$ cat config.mk
export PLATFORM = sky130hd
export DESIGN_NAME = fb_fill_engine_flat
export DESIGN_NICKNAME = d
export VERILOG_FILES = /design/src/rtl/fb_fill_engine_if.sv /design/src/rtl/fb_fill_engine.sv /design/src/flat_wrapper.sv
export SDC_FILE = /design/constraint.sdc
export NUM_CORES = 1
export LEC_CHECK = 0
export CAP_MARGIN = 20
export CORE_MARGIN = 2
export CORE_UTILIZATION = 38
export CTS_BUF_LIST = sky130_fd_sc_hd__clkbuf_4 sky130_fd_sc_hd__clkbuf_8
export CTS_CLUSTER_SIZE = 25
export DETAILED_ROUTE_END_ITERATION = 16
export GPL_TIMING_DRIVEN = 0
export PLACE_DENSITY = 0.64
export SKIP_LAST_GASP = 1
export SYNTH_ARGS = -nofsm -noshare
export SYNTH_HDL_FRONTEND = slang
export SYNTH_SLANG_ARGS = --single-unit
$ cat constraint.sdc
create_clock -name clk -period 6.66 [get_ports clk]
set_clock_uncertainty 0.15 [all_clocks]
set_input_delay 1.332 -clock clk [delete_from_list [all_inputs] [get_ports clk]]
set_output_delay 1.332 -clock clk [all_outputs]
set_load 0.02 [all_outputs]
$ cat src/rtl/fb_fill_engine_if.sv
// Command channel and framebuffer write port of fb_fill_engine, bundled for the engine (slave) and its host (master).
// Handshake: a command transfers on a rising clk edge where cmd_valid && cmd_ready; the host holds cmd_* stable while cmd_valid waits.
interface fb_fill_engine_if #(
    parameter int ADDR_W = 17
) ();
    logic              cmd_valid;
    logic              cmd_ready;
    logic [9:0]        cmd_x0;
    logic [9:0]        cmd_x1;
    logic [9:0]        cmd_y0;
    logic [9:0]        cmd_y1;
    logic [11:0]       cmd_color;
    logic              mem_we;
    logic [ADDR_W-1:0] mem_addr;
    logic [11:0]       mem_din;
    logic              busy;
    logic              done;

    modport master (
        output cmd_valid, cmd_x0, cmd_x1, cmd_y0, cmd_y1, cmd_color,
        input  cmd_ready, mem_we, mem_addr, mem_din, busy, done
    );

    modport slave (
        input  cmd_valid, cmd_x0, cmd_x1, cmd_y0, cmd_y1, cmd_color,
        output cmd_ready, mem_we, mem_addr, mem_din, busy, done
    );
endinterface

$ cat src/rtl/fb_fill_engine.sv
// Rectangle fill engine: writes one RGB444 pixel per clock into a linear framebuffer,
// row-major over a clipped, inclusive rectangle.
module fb_fill_engine #(
    parameter int H_RES  = 320,
    parameter int V_RES  = 240,
    parameter int ADDR_W = 17
) (
    input  logic             clk,
    input  logic             rstn,
    fb_fill_engine_if.slave  bus,
    output logic [1:0]       fsm_state
);
    typedef enum logic [1:0] {IDLE, SETUP, FILL, DONE} state_t;

    localparam logic [9:0]        X_MAX     = 10'(H_RES - 1);
    localparam logic [9:0]        Y_MAX     = 10'(V_RES - 1);
    localparam logic [ADDR_W-1:0] ROW_STEP  = ADDR_W'(H_RES);
    localparam bit                FAST_BASE = (H_RES == 320);

    state_t            state;
    logic [9:0]        x0_r, x1_r, y0_r, y1_r;
    logic [11:0]       color_r;
    logic [9:0]        x, y;
    logic [ADDR_W-1:0] row_base;
    logic [ADDR_W-1:0] base_acc;
    logic [9:0]        cnt;
    logic              mem_we_r;
    logic [ADDR_W-1:0] mem_addr_r;
    logic [11:0]       mem_din_r;
    logic              done_r;

    logic [9:0]        x1_c, y1_c;
    logic              empty;
    logic              base_ready;
    logic [ADDR_W-1:0] shift_base, first_base;

    // 320*y = 256*y + 64*y; other widths accumulate H_RES once per SETUP cycle.
    always_comb begin
        x1_c       = (x1_r > X_MAX) ? X_MAX : x1_r;
        y1_c       = (y1_r > Y_MAX) ? Y_MAX : y1_r;
        empty      = (x0_r > x1_c) || (y0_r > y1_c);
        shift_base = (ADDR_W'(y0_r) << 8) + (ADDR_W'(y0_r) << 6);
        base_ready = FAST_BASE || (cnt == y0_r);
        first_base = FAST_BASE ? shift_base : base_acc;
    end

    always_ff @(posedge clk or negedge rstn) begin
        if (!rstn) begin
            state      <= IDLE;
            x0_r       <= '0;
            x1_r       <= '0;
            y0_r       <= '0;
            y1_r       <= '0;
            color_r    <= '0;
            x          <= '0;
            y          <= '0;
            row_base   <= '0;
            base_acc   <= '0;
            cnt        <= '0;
            mem_we_r   <= 1'b0;
            mem_addr_r <= '0;
            mem_din_r  <= '0;
            done_r     <= 1'b0;
        end else begin
            case (state)
                IDLE: begin
                    if (bus.cmd_valid) begin
                        x0_r     <= bus.cmd_x0;
                        x1_r     <= bus.cmd_x1;
                        y0_r     <= bus.cmd_y0;
                        y1_r     <= bus.cmd_y1;
                        color_r  <= bus.cmd_color;
                        base_acc <= '0;
                        cnt      <= '0;
                        state    <= SETUP;
                    end
                end
                SETUP: begin
                    x1_r <= x1_c;
                    y1_r <= y1_c;
                    if (empty) begin
                        done_r <= 1'b1;
                        state  <= DONE;
                    end else if (base_ready) begin
                        row_base   <= first_base;
                        x          <= x0_r;
                        y          <= y0_r;
                        mem_we_r   <= 1'b1;
                        mem_addr_r <= first_base + ADDR_W'(x0_r);
                        mem_din_r  <= color_r;
                        state      <= FILL;
                    end else begin
                        base_acc <= base_acc + ROW_STEP;
                        cnt      <= cnt + 10'd1;
                    end
                end
                FILL: begin
                    // The pixel on mem_addr now is (x, y); schedule the next one.
                    if (x == x1_r && y == y1_r) begin
                        mem_we_r <= 1'b0;
                        done_r   <= 1'b1;
                        state    <= DONE;
                    end else if (x == x1_r) begin
                        x          <= x0_r;
                        y          <= y + 10'd1;
                        row_base   <= row_base + ROW_STEP;
                        mem_addr_r <= row_base + ROW_STEP + ADDR_W'(x0_r);
                    end else begin
                        x          <= x + 10'd1;
                        mem_addr_r <= row_base + ADDR_W'(x + 10'd1);
                    end
                end
                DONE: begin
                    done_r <= 1'b0;
                    state  <= IDLE;
                end
                default: state <= IDLE;
            endcase
        end
    end

    assign bus.cmd_ready = (state == IDLE);
    assign bus.busy      = (state != IDLE);
    assign bus.mem_we    = mem_we_r;
    assign bus.mem_addr  = mem_addr_r;
    assign bus.mem_din   = mem_din_r;
    assign bus.done      = done_r;
    assign fsm_state     = state;
endmodule
$ cat src/flat_wrapper.sv
// flat-port wrapper written by rule: the top's interface ports become plain ports
module fb_fill_engine_flat 
#(
    parameter int H_RES  = 320,
    parameter int V_RES  = 240,
    parameter int ADDR_W = 17
)
  (clk, rstn, fsm_state, bus_cmd_valid, bus_cmd_x0, bus_cmd_x1, bus_cmd_y0, bus_cmd_y1, bus_cmd_color, bus_cmd_ready, bus_mem_we, bus_mem_addr, bus_mem_din, bus_busy, bus_done);
  fb_fill_engine_if #(.ADDR_W(ADDR_W)) bus_i ();
  input  logic clk;
  input  logic rstn;
  output logic [1:0] fsm_state;
  input wire logic [$bits(bus_i.cmd_valid)-1:0] bus_cmd_valid;
  input wire logic [$bits(bus_i.cmd_x0)-1:0] bus_cmd_x0;
  input wire logic [$bits(bus_i.cmd_x1)-1:0] bus_cmd_x1;
  input wire logic [$bits(bus_i.cmd_y0)-1:0] bus_cmd_y0;
  input wire logic [$bits(bus_i.cmd_y1)-1:0] bus_cmd_y1;
  input wire logic [$bits(bus_i.cmd_color)-1:0] bus_cmd_color;
  output wire logic [$bits(bus_i.cmd_ready)-1:0] bus_cmd_ready;
  output wire logic [$bits(bus_i.mem_we)-1:0] bus_mem_we;
  output wire logic [$bits(bus_i.mem_addr)-1:0] bus_mem_addr;
  output wire logic [$bits(bus_i.mem_din)-1:0] bus_mem_din;
  output wire logic [$bits(bus_i.busy)-1:0] bus_busy;
  output wire logic [$bits(bus_i.done)-1:0] bus_done;
  assign bus_i.cmd_valid = bus_cmd_valid;
  assign bus_i.cmd_x0 = bus_cmd_x0;
  assign bus_i.cmd_x1 = bus_cmd_x1;
  assign bus_i.cmd_y0 = bus_cmd_y0;
  assign bus_i.cmd_y1 = bus_cmd_y1;
  assign bus_i.cmd_color = bus_cmd_color;
  assign bus_cmd_ready = bus_i.cmd_ready;
  assign bus_mem_we = bus_i.mem_we;
  assign bus_mem_addr = bus_i.mem_addr;
  assign bus_mem_din = bus_i.mem_din;
  assign bus_busy = bus_i.busy;
  assign bus_done = bus_i.done;
  fb_fill_engine #(.H_RES(H_RES), .V_RES(V_RES), .ADDR_W(ADDR_W)) u_core (.clk(clk), .rstn(rstn), .bus(bus_i), .fsm_state(fsm_state));
endmodule
# ---- Word-level counts from Yosys, hierarchy flattened
# Cells that the tools add are included.
dict set report totals {
  ff_bits 122
  latchBits 0
  mem_bits_rw 0
  romBits 0
  output_inout_bits 35
  word_cells 84
  n_memories 0
}
dict set report classes {
  addsub 8
  multipliers 0
  div 0
  n_lt_le_gt_ge 4
  eq_ne 11
  shift 0
  n_mux 32
  bitwise_logic 1
  reduce_logical 15
}
# cell n
set ops {}
lappend ops {{17-bit 2-to-1 mux} 6}
lappend ops {{10-bit 2-to-1 mux} 10}
lappend ops {{10-bit one-hot mux with 2 select lines} 4}
lappend ops {{17-bit one-hot mux with 2 select lines} 2}
lappend ops {{17-bit by 10-bit adder with 17-bit output} 2}
lappend ops {{10-bit by 1-bit adder with 10-bit output, second input constant} 2}
lappend ops {{10-bit equality test} 2}
lappend ops {{10-bit greater-than comparator} 2}
lappend ops {{17-bit by 16-bit adder with 17-bit output} 1}
lappend ops {{17-bit adder} 1}
lappend ops {{17-bit by 9-bit adder with 17-bit output, second input constant} 1}
lappend ops {{10-bit by 1-bit adder with 11-bit output, second input constant} 1}
lappend ops {{10-bit by 8-bit greater-than comparator with 1-bit output, second input constant} 1}
lappend ops {{10-bit by 9-bit greater-than comparator with 1-bit output, second input constant} 1}
lappend ops {{3-bit AND reduction} 3}
lappend ops {{2-bit one-hot mux with 4 select lines} 1}
lappend ops {{2-bit AND reduction} 4}
lappend ops {{2-bit by 1-bit != test with 1-bit output, second input constant} 3}
lappend ops {{2-bit != test, second input constant} 3}
lappend ops {{2-bit nonzero test} 3}
lappend ops {{1-bit 2-to-1 mux} 5}
lappend ops {{2-bit equality test, second input constant} 2}
lappend ops {{2-bit 2-to-1 mux} 2}
lappend ops {{4-bit AND reduction} 1}
lappend ops {{other kinds (8)} 8}

# ---- Depth between registers and ports, before layout
dict set report depth {
  word_depth 6
  depth_mapped 13
  ltp_nobuf 13
}

# ---- Least setup slack after synthesis
# Ideal clock, no wire load.
dict set report synth_timing {
  path_kind {register to register}
  startpoint {reg u_core.x[1]}
  endpoint {reg u_core.mem_addr_r[12], in the netlist u_core.bus.mem_addr[12]}
  arrival_ps 2976
  required_time_ps 6385
  setup_slack_ps 3410
  path_stages_with_launch 14
  path_buffers 0
  synth_period_minus_slack_ps 3250
  cell_sequence {dfrtp_1 ha_1 nand3_1 nor2_1 and3_1 xnor2_1 ha_1 o21ai_0 o21ai_0 and2_1 a41oi_1 xor2_1 o221ai_1 mux2_2}
}
dict set report synth_between {
  elab_chain_len 5
  word_cells_on_any_way 9
  cone_classes {2 x add/sub; 2 x eq/ne; 3 x mux; 2 x reduce/logical}
}
# element line_no
set synth_rtl {}
lappend synth_rtl {{start, declared} fb_fill_engine.sv:23} ;# logic [9:0] x, y;
lappend synth_rtl {{start signal, assigned} fb_fill_engine.sv:86} ;# x <= x0_r;
lappend synth_rtl {{start signal, assigned} fb_fill_engine.sv:104} ;# x <= x0_r;
lappend synth_rtl {{start signal, assigned} fb_fill_engine.sv:109} ;# x <= x + 10'd1;
lappend synth_rtl {{10-bit by 1-bit adder with 11-bit output} fb_fill_engine.sv:110} ;# mem_addr_r <= row_base + ADDR_W'(x + 10'd1);
lappend synth_rtl {{17-bit adder} fb_fill_engine.sv:110}
lappend synth_rtl {{17-bit 2-to-1 mux} fb_fill_engine.sv:103} ;# end else if (x == x1_r) begin
lappend synth_rtl {{17-bit 2-to-1 mux} fb_fill_engine.sv:99} ;# if (x == x1_r && y == y1_r) begin
lappend synth_rtl {{17-bit one-hot mux with 2 select lines} fb_fill_engine.sv:65} ;# case (state)
lappend synth_rtl {{end signal, assigned} fb_fill_engine.sv:89} ;# mem_addr_r <= first_base + ADDR_W'(x0_r);
lappend synth_rtl {{end signal, assigned} fb_fill_engine.sv:107} ;# mem_addr_r <= row_base + ROW_STEP + ADDR_W'(x0_r);
lappend synth_rtl {{end signal, assigned} fb_fill_engine.sv:110}
lappend synth_rtl {{end, declared} fb_fill_engine.sv:28} ;# logic [ADDR_W-1:0] mem_addr_r;
# Parallel ways exist; a longest one is shown, timed or not. The select of a mux whose other input is x is not followed.
# A chain may end at the register's enable or synchronous reset.

# ---- Worst setup path after layout
# Same ends and word-level chain as after synthesis.

==> summary.md <==
| Metric | Value |
|---|---|
| Worst setup EP type | register |
| Die width | about 150 um |
| Hold crit path type | reg -> reg |
| H-tree depth reported by CTS | 4 |
| Drc violations | 0 |
| Main flop type after synthesis | dfrtp_1 |
| FILL cells | 1,910 |
| Max-slew headroom | about 50% |
| Sequential area share after synthesis | between 30 and 40% |
| Gr usage total | between 20 and 25% |
| Die area | 21,130 um^2 |
| CTS tree | done |
| First-pass GRT wire length | between 30,000 and 40,000 um |
| Launch point of the worst path | u_core.x[1] |
| DR pass1 iterations | 5 |
| Largest net degree at the start of global routing | 70 |
| Number of global-route vias before repair | 6,253 |
| CP Max Fanout | 8 |
| Rows | slightly above 50 |
| Post-CTS Setup Inserts | 0 |
| Mapped cell area | roughly 7600 um^2 |
| Synth area leaders | dfrtp_1, ha_1, mux2_2 |
| Cts hold-fix bufs | 0 |
| Cts repair resizes | 0 |
| Non-filler instance count after layout | 1,186 |
| Vias per cell | ~5.4 |
| Arrival time at the worst endpoint | between 4 and 5 ns |
| Synth top cells by count | dfrtp_1, nand2_1, nor2_1, o21ai_0 |
| WS Path Type | reg -> reg |
| Antenna violations before repair | 0 |
| Power Total | 5.818 mW |
| Clock slew at reported path FFs | ~0.07 ns |
| Post-layout min period | between 3 and 4 ns |
| Max clock buf depth | 2 |
| EDFF count, synth | 0 |
| GP Congestion | ~0.90 |
| Via count | 6,435 |
| Top-Level Pins | 90 |
| Async set or reset register ratio after synthesis | between 90% and 100% |
| R2R Path Start | u_core.x[1] |
| Initial Util | slightly below 40% |
| Power Density | about 630 nW/um^2 |
| Placed Cells | between 1,000 and 1,500 |
| Nets | slightly above 1,000 |
| Finished Core Util | 47.44% |
| Final hold violations | 0 |
| Synth Warn # | 0 |
| Synth unique cells | 70 |
| Delay-heaviest family, CP | compound AO/OA/AOI/OAI gates |
| Slew @ Worst Pin | around 0.75 ns |
| Max-cap violations | 0 |
| Max stage delay cell, worst path | dfrtp_1 |
| Die H | 145.4 um |
| Hold Crit Start | u_core.bus.mem_addr[13] |
| Area leader, netlist | dfrtp_1 |
| Pins Over Slew Limit | 0 |
| Cts bufs inserted | 17 |
| Critical path, cell by cell | ha_1 -> nand3_1 -> nor2_1 -> and3_1 -> xnor2_1 -> ha_1 -> o21ai_0 -> o21ai_0 -> and2_1 -> a41oi_1 -> xor2_1 -> o221ai_1 -> mux2_2 |
| Crit-path max cell delay | approximately 0.5 ns |
| Synthesis-to-layout area growth | 22.00% |
| Ant. Diodes | 0 |
| Antenna viol nets, final | 0 |
| Post-synth top area share | 37.90% |
| Crit path buf inv count | 0 |
| CP Launch Type | register |
| Share of cells above drive strength 1 | 11.94% |
| Worst-skew pair later-pin latency | between 0.4 and 0.5 ns |
| Peak supply drop | about 0.25 mV |
| HPWL Detailed | ~16,000 um |
| Most frequent cell after synthesis | dfrtp_1 |
| Leak Pwr | roughly 3.9 nW |
| Synthesis-stage register bit count | 115 |
| GRT Residual Overflow | 0 |
| WL per Instance | 17.39 um |
| Drt total wl | 20,630 um |
| Final Cycle Share | roughly three fifths |
| Final setup viols | 0 |
| Min Hold Slack | 0.3327 ns |
| Placeable Area | approximately 20,000 um^2 |
| Final TNS setup | 0 ns |
| Cells after Synth | approximately 800 |
| Clk sinks | 115 |
| Outcome | completed |
| WP data required | between 6 and 7 ns |
| Detailed Route Iter0 Violations | roughly 420 |
| Syn_area_per_cell | about 9.5 um^2 |
| Clock Tree Root | clkbuf_8 |
| Achievable clock frequency | 0.2551 GHz |
| RSZ-0062 raised after global routing | no |
| # port buffers | between 80 and 90 |
cell usage in the layout (no fill, tap or decap), drive strengths merged, types with 9 or more instances in the layout:
cell type and n:
ha 49, clkdlybuf4s50 88, clkbuf 42, mux2 49, o22a 15, nor3 18, o21a 15, dfrtp 115
a21oi 38, a211oi 11, nand4 12, nor2 64, or2 9, a31oi 11, nand3 12, xor2 18
buf 15, o21ai 51, and2 12, xnor2 46, nand2 71, and3 16, inv 25
through the flow:
| step | setup slack [ns] | cell area, um^2 |
|---|---|---|
| after global routing | 2.481 | 9264 |
| after CTS | 2.767 | 9264 |
| after global placement | -0.5599 | 8823 |
| after floorplan | 3.410 | 7601 |
| after detailed placement | 2.783 | 8852 |
| final | 2.740 | 9264 |
power breakdown:
group	internal, mW	switching, mW	total (mW)
registers	1.05	0.390	1.44
logic	1.61	2.07	3.68
clock network	0.399	0.307	0.706
total	3.05	2.76	5.82
cell type report:
cell class | count | area [um^2] | share of cell area (%)
plain buffers | 34 | 146.4 | 1.580
clock buffers | 21 | 282.8 | 3.052
clock inverters | 9 | 128.9 | 1.391
multi-input cells | 628 | 4487 | 48.43
well taps | 265 | 331.6 | 3.579
flip-flops and latches | 115 | 2878 | 31.06
repair buffers | 90 | 919.6 | 9.927
inverters | 24 | 90.09 | 0.9724
registers in the layout, indices dropped and copies added, names as in the netlist:
signal,cells
u_core.bus.done,1
u_core.y1_r,10
u_core.bus.mem_addr,17
u_core.bus.mem_din,12
u_core.row_base,11
u_core.x,9
u_core.y,10
u_core.fsm_state,2
u_core.x1_r,10
u_core.y0_r,10
u_core.x0_r,10
u_core.bus.mem_we,1
u_core.color_r,12
logic make-up (layout without fill, tap and decap cells):
family,count (synthesis),in the layout,share of synthesized area [%]
muxes,55,55,8.057
AOI/OAI and AO/OA,206,206,18.39
DFF,115,115,37.90
adders and majority gates,51,51,8.601
other,2,4,0.09890
xor gates and xnor gates,64,64,7.579
and+or+nand+nor,248,248,16.26
buffers and inverters,58,178,3.114
worst paths after layout:
path                       cells after the start  slack (ns)                 endpoint
setup / recovery                              13        2.74  u_core.bus.mem_addr[12]
hold / removal                                 2        0.33  u_core.bus.mem_addr[13]
setup reg to reg                              13        2.74  u_core.bus.mem_addr[12]
hold reg to reg                                2        0.33  u_core.bus.mem_addr[13]
max in group asynchronous                      2        5.00       u_core.row_base[8]
min in group asynchronous                      1        0.65    u_core.bus.mem_din[7]
worst register-to-register path: cells and delay by family, from the launching register on:
family	cells	cell delay, ns
compound gates	4	0.98
xor+xnor	2	0.33
fa+ha+maj	2	0.66
flops	1	0.50
mux	1	0.30
simple gates	4	0.90
routing by layer:
metal	track usage, %	vias to the layer above	part of all wire (%)
met1	27.74	3117	47
met5	0	-	0
met2	32.01	170	46
met4	6.127	0	1.9
li1	-	3124	-
met3	4.075	24	5.4
(Power assumes the default switching activity.)
